===== src/rtl/chaos_ctrl_pkg.sv =====
// chaos_ctrl_pkg: shared state encoding and timing defaults for the chaos iteration controller
package chaos_ctrl_pkg;
  typedef enum logic [2:0] {IDLE, ARM, ISSUE, WAIT_VALID, GAP, DONE, ERR} state_t;
  localparam int PULSE_W_DEF = 2;
  localparam int TIMEOUT_DEF = 1023;
  localparam int TMR_W = 16;
endpackage


===== src/rtl/chaos_timeout_cnt.sv =====
// chaos_timeout_cnt: loadable down-counter whose expire flags the last cycle of a loaded interval
module chaos_timeout_cnt #(
  parameter int W = 16
) (
  input  logic         clk,
  input  logic         rst_n,
  input  logic         clr,
  input  logic         load,
  input  logic [W-1:0] load_val,
  output logic         expire
);
  logic [W-1:0] cnt_q, cnt_d;
  always_comb cnt_d = clr ? '0 : load ? load_val : (cnt_q != '0) ? cnt_q - W'(1) : cnt_q;
  always_ff @(posedge clk) cnt_q <= !rst_n ? '0 : cnt_d;
  assign expire = cnt_q == W'(1);
endmodule


===== src/rtl/chaos_iter_ctrl.sv =====
// chaos_iter_ctrl: sequences calcu_ctrl iterations of a chaotic core in burst or continuous runs
module chaos_iter_ctrl
  import chaos_ctrl_pkg::*;
#(
  parameter int CNT_W   = 16,
  parameter int PULSE_W = PULSE_W_DEF,
  parameter int TIMEOUT = TIMEOUT_DEF
) (
  input  logic             clk,
  input  logic             rst_n,
  input  logic             start,
  input  logic             abort,
  input  logic             cont_mode,
  input  logic [CNT_W-1:0] iter_num,
  input  logic [7:0]       gap_cycles,
  input  logic             busy,
  input  logic             n1_valid,
  output logic             calcu_ctrl,
  output logic             pair_vld,
  output logic [CNT_W-1:0] iter_cnt,
  output logic             running,
  output logic             done,
  output logic             err_timeout,
  output logic             err_spurious
);
  state_t state_q, state_d;
  logic [CNT_W-1:0] iter_cnt_q, iter_cnt_d, iter_num_q, iter_num_d, cnt_inc;
  logic [7:0] gap_q, gap_d;
  logic cont_q, cont_d, phase_q, phase_d, busy_q;
  logic calcu_ctrl_q, pair_vld_q, pair_vld_d, running_q, done_q, done_d;
  logic err_to_q, err_to_d, err_sp_q, err_sp_d;
  logic pg_load, pg_clr, pg_exp, to_load, to_clr, to_exp;
  logic [TMR_W-1:0] pg_val;
  assign cnt_inc = iter_cnt_q + CNT_W'(1);
  always_comb begin
    state_d = state_q;
    iter_cnt_d = iter_cnt_q;
    iter_num_d = iter_num_q;
    gap_d = gap_q;
    cont_d = cont_q;
    phase_d = phase_q;
    pair_vld_d = 1'b0;
    done_d = 1'b0;
    err_to_d = err_to_q;
    err_sp_d = err_sp_q;
    pg_load = 1'b0;
    pg_val = '0;
    to_load = 1'b0;
    if (abort) state_d = IDLE;
    else
      case (state_q)
        IDLE, DONE, ERR: begin
          err_sp_d = err_sp_q | n1_valid;
          if (start) begin
            cont_d = cont_mode;
            iter_num_d = iter_num;
            gap_d = gap_cycles;
            iter_cnt_d = '0;
            phase_d = 1'b0;
            err_to_d = 1'b0;
            err_sp_d = 1'b0;
            done_d = !cont_mode && iter_num == '0;
            state_d = done_d ? DONE : ARM;
          end
        end
        ARM: begin
          err_sp_d = err_sp_q | n1_valid;
          if (!busy_q) begin
            state_d = ISSUE;
            pg_load = 1'b1;
            pg_val = TMR_W'(PULSE_W);
            to_load = 1'b1;
          end
        end
        ISSUE, WAIT_VALID: begin
          if (n1_valid) begin
            iter_cnt_d = cnt_inc;
            phase_d = !phase_q;
            pair_vld_d = phase_q;
            done_d = !cont_q && cnt_inc == iter_num_q;
            state_d = done_d ? DONE : gap_q == '0 ? ARM : GAP;
            pg_load = state_d == GAP;
            pg_val = TMR_W'(gap_q);
          end else if (to_exp) begin
            state_d = ERR;
            err_to_d = 1'b1;
          end else if (state_q == ISSUE && pg_exp) state_d = WAIT_VALID;
        end
        GAP: begin
          err_sp_d = err_sp_q | n1_valid;
          if (pg_exp) state_d = ARM;
        end
        default: state_d = IDLE;
      endcase
  end
  assign pg_clr = !(state_d inside {ISSUE, GAP});
  assign to_clr = !(state_d inside {ISSUE, WAIT_VALID});
  chaos_timeout_cnt #(.W(TMR_W)) u_pg_tmr (
    .clk(clk), .rst_n(rst_n), .clr(pg_clr), .load(pg_load), .load_val(pg_val), .expire(pg_exp)
  );
  chaos_timeout_cnt #(.W(TMR_W)) u_to_tmr (
    .clk(clk), .rst_n(rst_n), .clr(to_clr), .load(to_load), .load_val(TMR_W'(TIMEOUT)), .expire(to_exp)
  );
  always_ff @(posedge clk)
    if (!rst_n) begin
      state_q <= IDLE;
      iter_cnt_q <= '0;
      iter_num_q <= '0;
      gap_q <= '0;
      cont_q <= 1'b0;
      phase_q <= 1'b0;
      busy_q <= 1'b1;
      calcu_ctrl_q <= 1'b0;
      pair_vld_q <= 1'b0;
      running_q <= 1'b0;
      done_q <= 1'b0;
      err_to_q <= 1'b0;
      err_sp_q <= 1'b0;
    end else begin
      state_q <= state_d;
      iter_cnt_q <= iter_cnt_d;
      iter_num_q <= iter_num_d;
      gap_q <= gap_d;
      cont_q <= cont_d;
      phase_q <= phase_d;
      busy_q <= busy;
      calcu_ctrl_q <= state_d == ISSUE;
      pair_vld_q <= pair_vld_d;
      running_q <= !(state_d inside {IDLE, DONE, ERR});
      done_q <= done_d;
      err_to_q <= err_to_d;
      err_sp_q <= err_sp_d;
    end
  assign calcu_ctrl = calcu_ctrl_q;
  assign pair_vld = pair_vld_q;
  assign iter_cnt = iter_cnt_q;
  assign running = running_q;
  assign done = done_q;
  assign err_timeout = err_to_q;
  assign err_spurious = err_sp_q;
endmodule

===== config.mk =====
export PLATFORM = sky130hd
export DESIGN_NAME = chaos_iter_ctrl
export DESIGN_NICKNAME = d
export VERILOG_FILES = /design/src/rtl/chaos_ctrl_pkg.sv /design/src/rtl/chaos_timeout_cnt.sv /design/src/rtl/chaos_iter_ctrl.sv
export SDC_FILE = /design/constraint.sdc
export NUM_CORES = 1
export LEC_CHECK = 0
export CORE_MARGIN = 3
export CORE_UTILIZATION = 36
export DETAILED_ROUTE_END_ITERATION = 7
export HOLD_SLACK_MARGIN = 0.02
export PLACE_DENSITY_LB_ADDON = 0.3
export SYNTH_ARGS = -nofsm -noshare
export SYNTH_HDL_FRONTEND = slang
export SYNTH_SLANG_ARGS = --single-unit

===== constraint.sdc =====
create_clock -name clk -period 4.4 [get_ports clk]
set_clock_uncertainty 0.15 [all_clocks]
set_input_delay 0.88 -clock clk [delete_from_list [all_inputs] [get_ports clk]]
set_output_delay 0.88 -clock clk [all_outputs]
set_load 0.05 [all_outputs]

# --- After elaboration in Yosys (flattened, before gate mapping) ---
# Cells that the tools add are included.
# Widths: inputs -> output; s select.
word_totals:
  register_bits: 84
  elab_cells: 115
op_classes:
  addsub: 3
  n_eq_ne: 19
  mux: 39
  n_bitwise: 6
  reduce_logical: 32
ops:
  columns: ["cell", "count"]
  rows:
  - ["$mux 16", 4]
  - ["$eq 16x1->1 const B", 2]
  - ["$pmux 16 s2", 1]
  - ["$reduce_bool 16->1", 2]
  - ["$sub 16x1->16 const B", 2]
  - ["$mux 3", 10]
  - ["$eq 3x3->1 const B", 7]
  - ["$mux 10", 2]
  - ["$add 16x1->16 const B", 1]
  - ["$eq 16x16->1", 1]
  - ["$logic_not 16->1", 1]
  - ["$mux 8", 2]
  - ["$pmux 8 s2", 1]
  - ["$eq 3x2->1 const B", 4]
  - ["$mux 1", 12]
  - ["$pmux 3 s4", 1]
  - ["$reduce_bool 2->1", 6]
  - ["$pmux 1 s2", 5]
  - ["$logic_not 8->1", 1]
  - ["$ne 2x2->1 const B", 4]
  - ["$logic_not 3->1", 2]
  - ["$reduce_and 2->1", 3]
  - ["$reduce_or 2->1", 3]
  - ["$reduce_or 3->1", 2]
  - ["other kinds (11)", 20]

# --- Depth between registers and ports, before layout ---
depth:
  word_depth: 11
  depth_mapped: 11
  mapped_depth_nobuf: 10

# --- Cells and area by module ---
# From an unflattened synthesis, not the netlist that was laid out.
unflattened:
  cells_unflattened: 591
  hier_area_um2: 4800.9
by_module_without_submodules:
  columns: ["module", "instances", "cells_each", "area_each_um2", "seq_area_each_um2"]
  rows:
  - ["chaos_iter_ctrl", 1, 354, 2855.2, 1041.0]
  - ["chaos_timeout_cnt (u_pg_tmr)", 1, 122, 1024.7, 320.3]
  - ["chaos_timeout_cnt (u_to_tmr)", 1, 115, 920.9, 320.3]

# --- Least setup slack after synthesis ---
# Ideal clock, no wire load.
synth_timing:
  kind: "register to register"
  from: "register iter_cnt_q[0] (netlist: iter_cnt[0])"
  to: "register u_pg_tmr.cnt_q[1]"
  arrival_ns: 3.093
  required_ns: 4.177
  path_slack_ns: 1.084
  path_stages_with_launch: 11
  path_buffers: 1
  synth_period_minus_slack_ns: 3.316
  path_cell_list: "dfxtp_1 ha_1 nand3_4 nor4_4 o311ai_1 or4_4 nor4b_2 a21o_2 o211ai_4 buf_6 nor3_2"
synth_between:
  elab_chain_cells: 10
  word_cells_on_any_way: 17
synth_rtl:
  columns: ["element", "line", "rtl"]
  rows:
  - ["from (decl)", "chaos_iter_ctrl.sv:27", "logic [CNT_W-1:0] iter_cnt_q, iter_cnt_d, iter_num_q, iter_num_d, cnt_inc;"]
  - ["from (signal assigned)", "chaos_iter_ctrl.sv:121", "iter_cnt_q <= iter_cnt_d;"]
  - ["$add 16x1->16 *", "chaos_iter_ctrl.sv:34", "assign cnt_inc = iter_cnt_q + CNT_W'(1);"]
  - ["$eq 16x16->1 *", "chaos_iter_ctrl.sv:80", "done_d = !cont_q && cnt_inc == iter_num_q;"]
  - ["$logic_and 1x1->1 *", "chaos_iter_ctrl.sv:80", null]
  - ["$mux 3 *", "chaos_iter_ctrl.sv:81", "state_d = done_d ? DONE : gap_q == '0 ? ARM : GAP;"]
  - ["$mux 3", "chaos_iter_ctrl.sv:76", "if (n1_valid) begin"]
  - ["$pmux 3 s4", "chaos_iter_ctrl.sv:51", "case (state_q)"]
  - ["$mux 3", "chaos_iter_ctrl.sv:49", "if (abort) state_d = IDLE;"]
  - ["$eq 3x2->1 or $eq 3x3->1 (tied branches)", "chaos_iter_ctrl.sv:96", "assign pg_clr = !(state_d inside {ISSUE, GAP});"]
  - ["$reduce_bool 2->1", "chaos_iter_ctrl.sv:96", null]
  - ["$reduce_and 2->1 (no line)", null, null]
  - ["to (signal assigned)", "chaos_timeout_cnt.sv:14", "always_ff @(posedge clk) cnt_q <= !rst_n ? '0 : cnt_d;"]
  - ["to (decl)", "chaos_timeout_cnt.sv:12", "logic [W-1:0] cnt_q, cnt_d;"]
# Every way passes the cells marked *; elsewhere a longest branch is shown, timed or not.
# A chain may end at the register's enable or synchronous reset.

# --- Worst setup path in the final report ---
layout_timing:
  from: "register iter_cnt_q[0] (netlist: iter_cnt[0])"
  to: "register running_q (netlist: running)"
layout_between:
  elab_chain_cells: 10
  word_cells_on_any_way: 12
layout_rtl:
  columns: ["element", "line", "rtl"]
  rows:
  - ["$add 16x1->16 *", "chaos_iter_ctrl.sv:34", null]
  - ["$eq 16x16->1 *", "chaos_iter_ctrl.sv:80", null]
  - ["$logic_and 1x1->1 *", "chaos_iter_ctrl.sv:80", null]
  - ["$mux 3 *", "chaos_iter_ctrl.sv:81", null]
  - ["$mux 3 *", "chaos_iter_ctrl.sv:76", null]
  - ["$pmux 3 s4 *", "chaos_iter_ctrl.sv:51", null]
  - ["$mux 3 *", "chaos_iter_ctrl.sv:49", null]
  - ["$eq 3x3->1 or $logic_not 3->1 (tied branches)", "chaos_iter_ctrl.sv:129", "running_q <= !(state_d inside {IDLE, DONE, ERR});"]
  - ["$reduce_bool 3->1 *", "chaos_iter_ctrl.sv:129", null]
  - ["$logic_not 1->1 *", "chaos_iter_ctrl.sv:129", null]
  - ["to (signal assigned)", "chaos_iter_ctrl.sv:129", null]
  - ["to (decl)", "chaos_iter_ctrl.sv:30", "logic calcu_ctrl_q, pair_vld_q, pair_vld_d, running_q, done_q, done_d;"]
# Marked as above.

==> flow_summary_export.csv <==
group,metric,value,unit
synthesis,ys_warn_count,0,
die,coreArea,12200,um^2
critical_path,slowest_delay,0.53,ns
clock_network,tritoncts,"done",
routing,drc_errors,0,
finish,n_antenna_cell,0,
grt,grt_pass1_wl,18.9,mm
pwr,ir_drop,0.197,mV
synthesis,synth-async-reset-ratio,0,
grt,grt_pass1_vias,3812,
die,initial_core_util,0.372,
routing,antenna_left,0,
sta,timing.slew.headroom,0.337,
synthesis,synthDistinctLibCells,60,
routing,totalWireLength,11.2,mm
synthesis,syn_area_per_cell,8.31,um^2
critical_path,worst-setup-path-type,"reg -> reg",
finish,synthToLayoutAreaGrowth,21.1,%
synthesis,ys_seq_area_frac,0.372,
placement,port_buffers,52,
finish,regArea,1680,um^2
placement,place.gp.congestion,0.906,
routing,drtIter0Drc,213,
finish,drive_gt1_frac,0.0663,
run,drv_cap,0,
finish,fin_util,0.451,
pwr,cellLeakagePower,1.90,nW
synthesis,synth_top_cell_by_area,"dfxtp_1",
sta,clock.fmax,297,MHz
die,placementRows,40,
sta,final_max_slew_viol_count,0,
finish,num-nets-final,619,
clock_network,cts.clk_slew.worst_paths,0.06,ns
sta,fin_hold_ws,0.329,ns
routing,viasPerCell,5.27,
pwr,seqPwrFrac,0.459,
clock_network,clk_latency,0.33,ns
clock_network,htree_num_levels,3,
pwr,power_density,313,nW/um^2
die,die_x,118,um
routing,wire_per_inst,14.8,um
die,pin_count,53,
synthesis,synthFlopType,"dfxtp_1",
clock_network,cts_hold_buf,0,
routing,drt_pass1_iterations,4,
finish,final_cell_mix,"dfxtp_1, nor2_1, clkdlybuf4s50_1",
clock_network,postCtsSetupBuffers,0,
clock_network,cts_root_buf,"clkbuf_16",
placement,dp_slack,0.826,ns
finish,final_common_cell,"dfxtp_1",
finish,finalNonFillerCells,756,
synthesis,syn_inst,544,
finish,fin_area,5480,um^2
synthesis,yosys.area.top_type_share,0.372,
hold_path,hp-start,"err_spurious$_SDFFE_PN0P_",
critical_path,cp-end-kind,"flop",
critical_path,critical_path.cell_chain,"ha_1, nand3_4, or4_1, o211ai_1, a21oi_1, a2111oi_4, a41oi_1, nor2b_1, mux2_2",
synthesis,synth_nets,580,
critical_path,arrival,3.44,ns
critical_path,rrSetupSlack,1.03,ns
critical_path,worstPathMaxFanout,14,
outcome,status,"finished, final reports clean",
placement,dp_hpwl,8.25,mm
synthesis,netlist_area,4520,um^2
sta,setup_viol,0,
clock_network,cts_made_buffers,9,
sta,tightestPinTransition,0.992,ns
sta,fin_tns_setup,0,ns
synthesis,synth_area_leaders,"dfxtp_1, mux2i_1, nor2_1",
grt,grt_overflow_total,0,
placement,place_inst,740,
sta,timing.final.ws_setup,1.03,ns
clock_network,clock-sinks,84,
critical_path,cp_slowest_cell,"a2111oi_4",
synthesis,synth-seq-cells,84,
pwr,pwr-share-clk,0.460,
die,dieArea,13900,um^2
critical_path,r2r_start,"iter_cnt[0]$_SDFFE_PN0P_",
pwr,p_sw,0.389,mW
sta,min_period,3.37,ns
routing,vias,3982,
finish,fillCellCount,1180,
critical_path,worst_setup_path_start_kind,"flop",
critical_path,crit_required,4.47,ns
pwr,p_comb_frac,0.082,
pwr,power.internal,1.33,mW
placement,placed_area,5160,um^2
pwr,p_sw_frac,0.226,
grt,grt_max_degree,30,
synthesis,synth_edf_count,0,
sta,hold_viol_final,0,
sta,timing.final.crit_share,0.765,
clock_network,cts_resized,0,
critical_path,cp-startpoint,"iter_cnt[0]$_SDFFE_PN0P_",
sta,rsz0062_at_grt,"false",
finish,multi_input_area,2670,um^2
grt,grt_use_total,0.163,
grt,antenna_found_initial,0,
pwr,finalPower,1.72,mW
die,die_h,118,um
clock_network,cts_max_path_buffers,2,
hold_path,hp-class,"reg -> reg",
-- final timing paths --
check                                    to  cells after the start
setup reg to reg         running$_SDFF_PN0_                      9
hold / removal    err_spurious$_SDFFE_PN0P_                      2
hold reg to reg   err_spurious$_SDFFE_PN0P_                      2
setup / recovery         running$_SDFF_PN0_                      9
-- cell usage after synthesis (6+ instances only) --
cell type	number
a21oi_1	37
inv_1	13
nor4_1	21
xor2_1	21
or3_1	10
mux2i_1	26
nor2b_1	6
clkbuf_1	21
nand2_1	50
nor3b_1	6
dfxtp_1	84
nand3b_1	6
nor2_1	69
a31oi_1	9
o21ai_0	22
nand3_1	12
xnor2_1	29
nor3_1	21
nand2b_1	6
-- flip-flops by register name, indices dropped and copies added (netlist names) --
register	cells
busy_q	1
calcu_ctrl	1
cont_q	1
done	1
err_spurious	1
err_timeout	1
gap_q	8
iter_cnt	16
iter_num_q	16
pair_vld	1
phase_q	1
running	1
state_q	3
u_pg_tmr.cnt_q	16
u_to_tmr.cnt_q	16
-- final cells by class --
type                       count  share of cell area
timing repair buffer          56               0.100
multi-input combinational    419               0.488
sequential                    84               0.307
tap                          168              0.0384
clock buffer                  13              0.0493
clock inverter                 3             0.00799
inverter                      13             0.00891
-- metal layers --
metal | track usage | vias up | share of wire
li1 | - | 2007 | -
met1 | 0.219 | 1859 | 0.47
met2 | 0.263 | 100 | 0.47
met3 | 0.0327 | 16 | 0.042
met4 | 0.0557 | 0 | 0.020
met5 | 0 | - | 0
-- power groups by stage --
stage | Combinational, mW | Clock (mW) | Sequential (mW)
after floorplan | 0.0811 | 0 | 0.806
after global placement | 0.140 | 0 | 0.804
after detailed placement | 0.141 | 0 | 0.804
after CTS | 0.141 | 0.801 | 0.787
after global routing | 0.154 | 0.837 | 0.789
final | 0.140 | 0.789 | 0.787
-- worst max-delay path: cells and delay by family (launching register included) --
family                     cells  cell delay (ns)
and+or+nand+nor                3             0.88
adders and majority gates      1             0.34
muxes                          1             0.26
AOI/OAI and AO/OA              4             1.14
DFF                            1             0.45
-- cells by family after synthesis --
| logic type | after synthesis | synth area share |
|---|---|---|
| adder cells (fa/ha/maj) | 5 | 0.0138 |
| XOR/XNOR | 50 | 0.0968 |
| multiplexers | 29 | 0.0650 |
| flip-flops | 84 | 0.372 |
| AO/OA/AOI/OAI | 92 | 0.131 |
| buffers and inverters | 41 | 0.0387 |
| AND/OR/NAND/NOR | 243 | 0.283 |
Power figures use the tool's default switching activity.
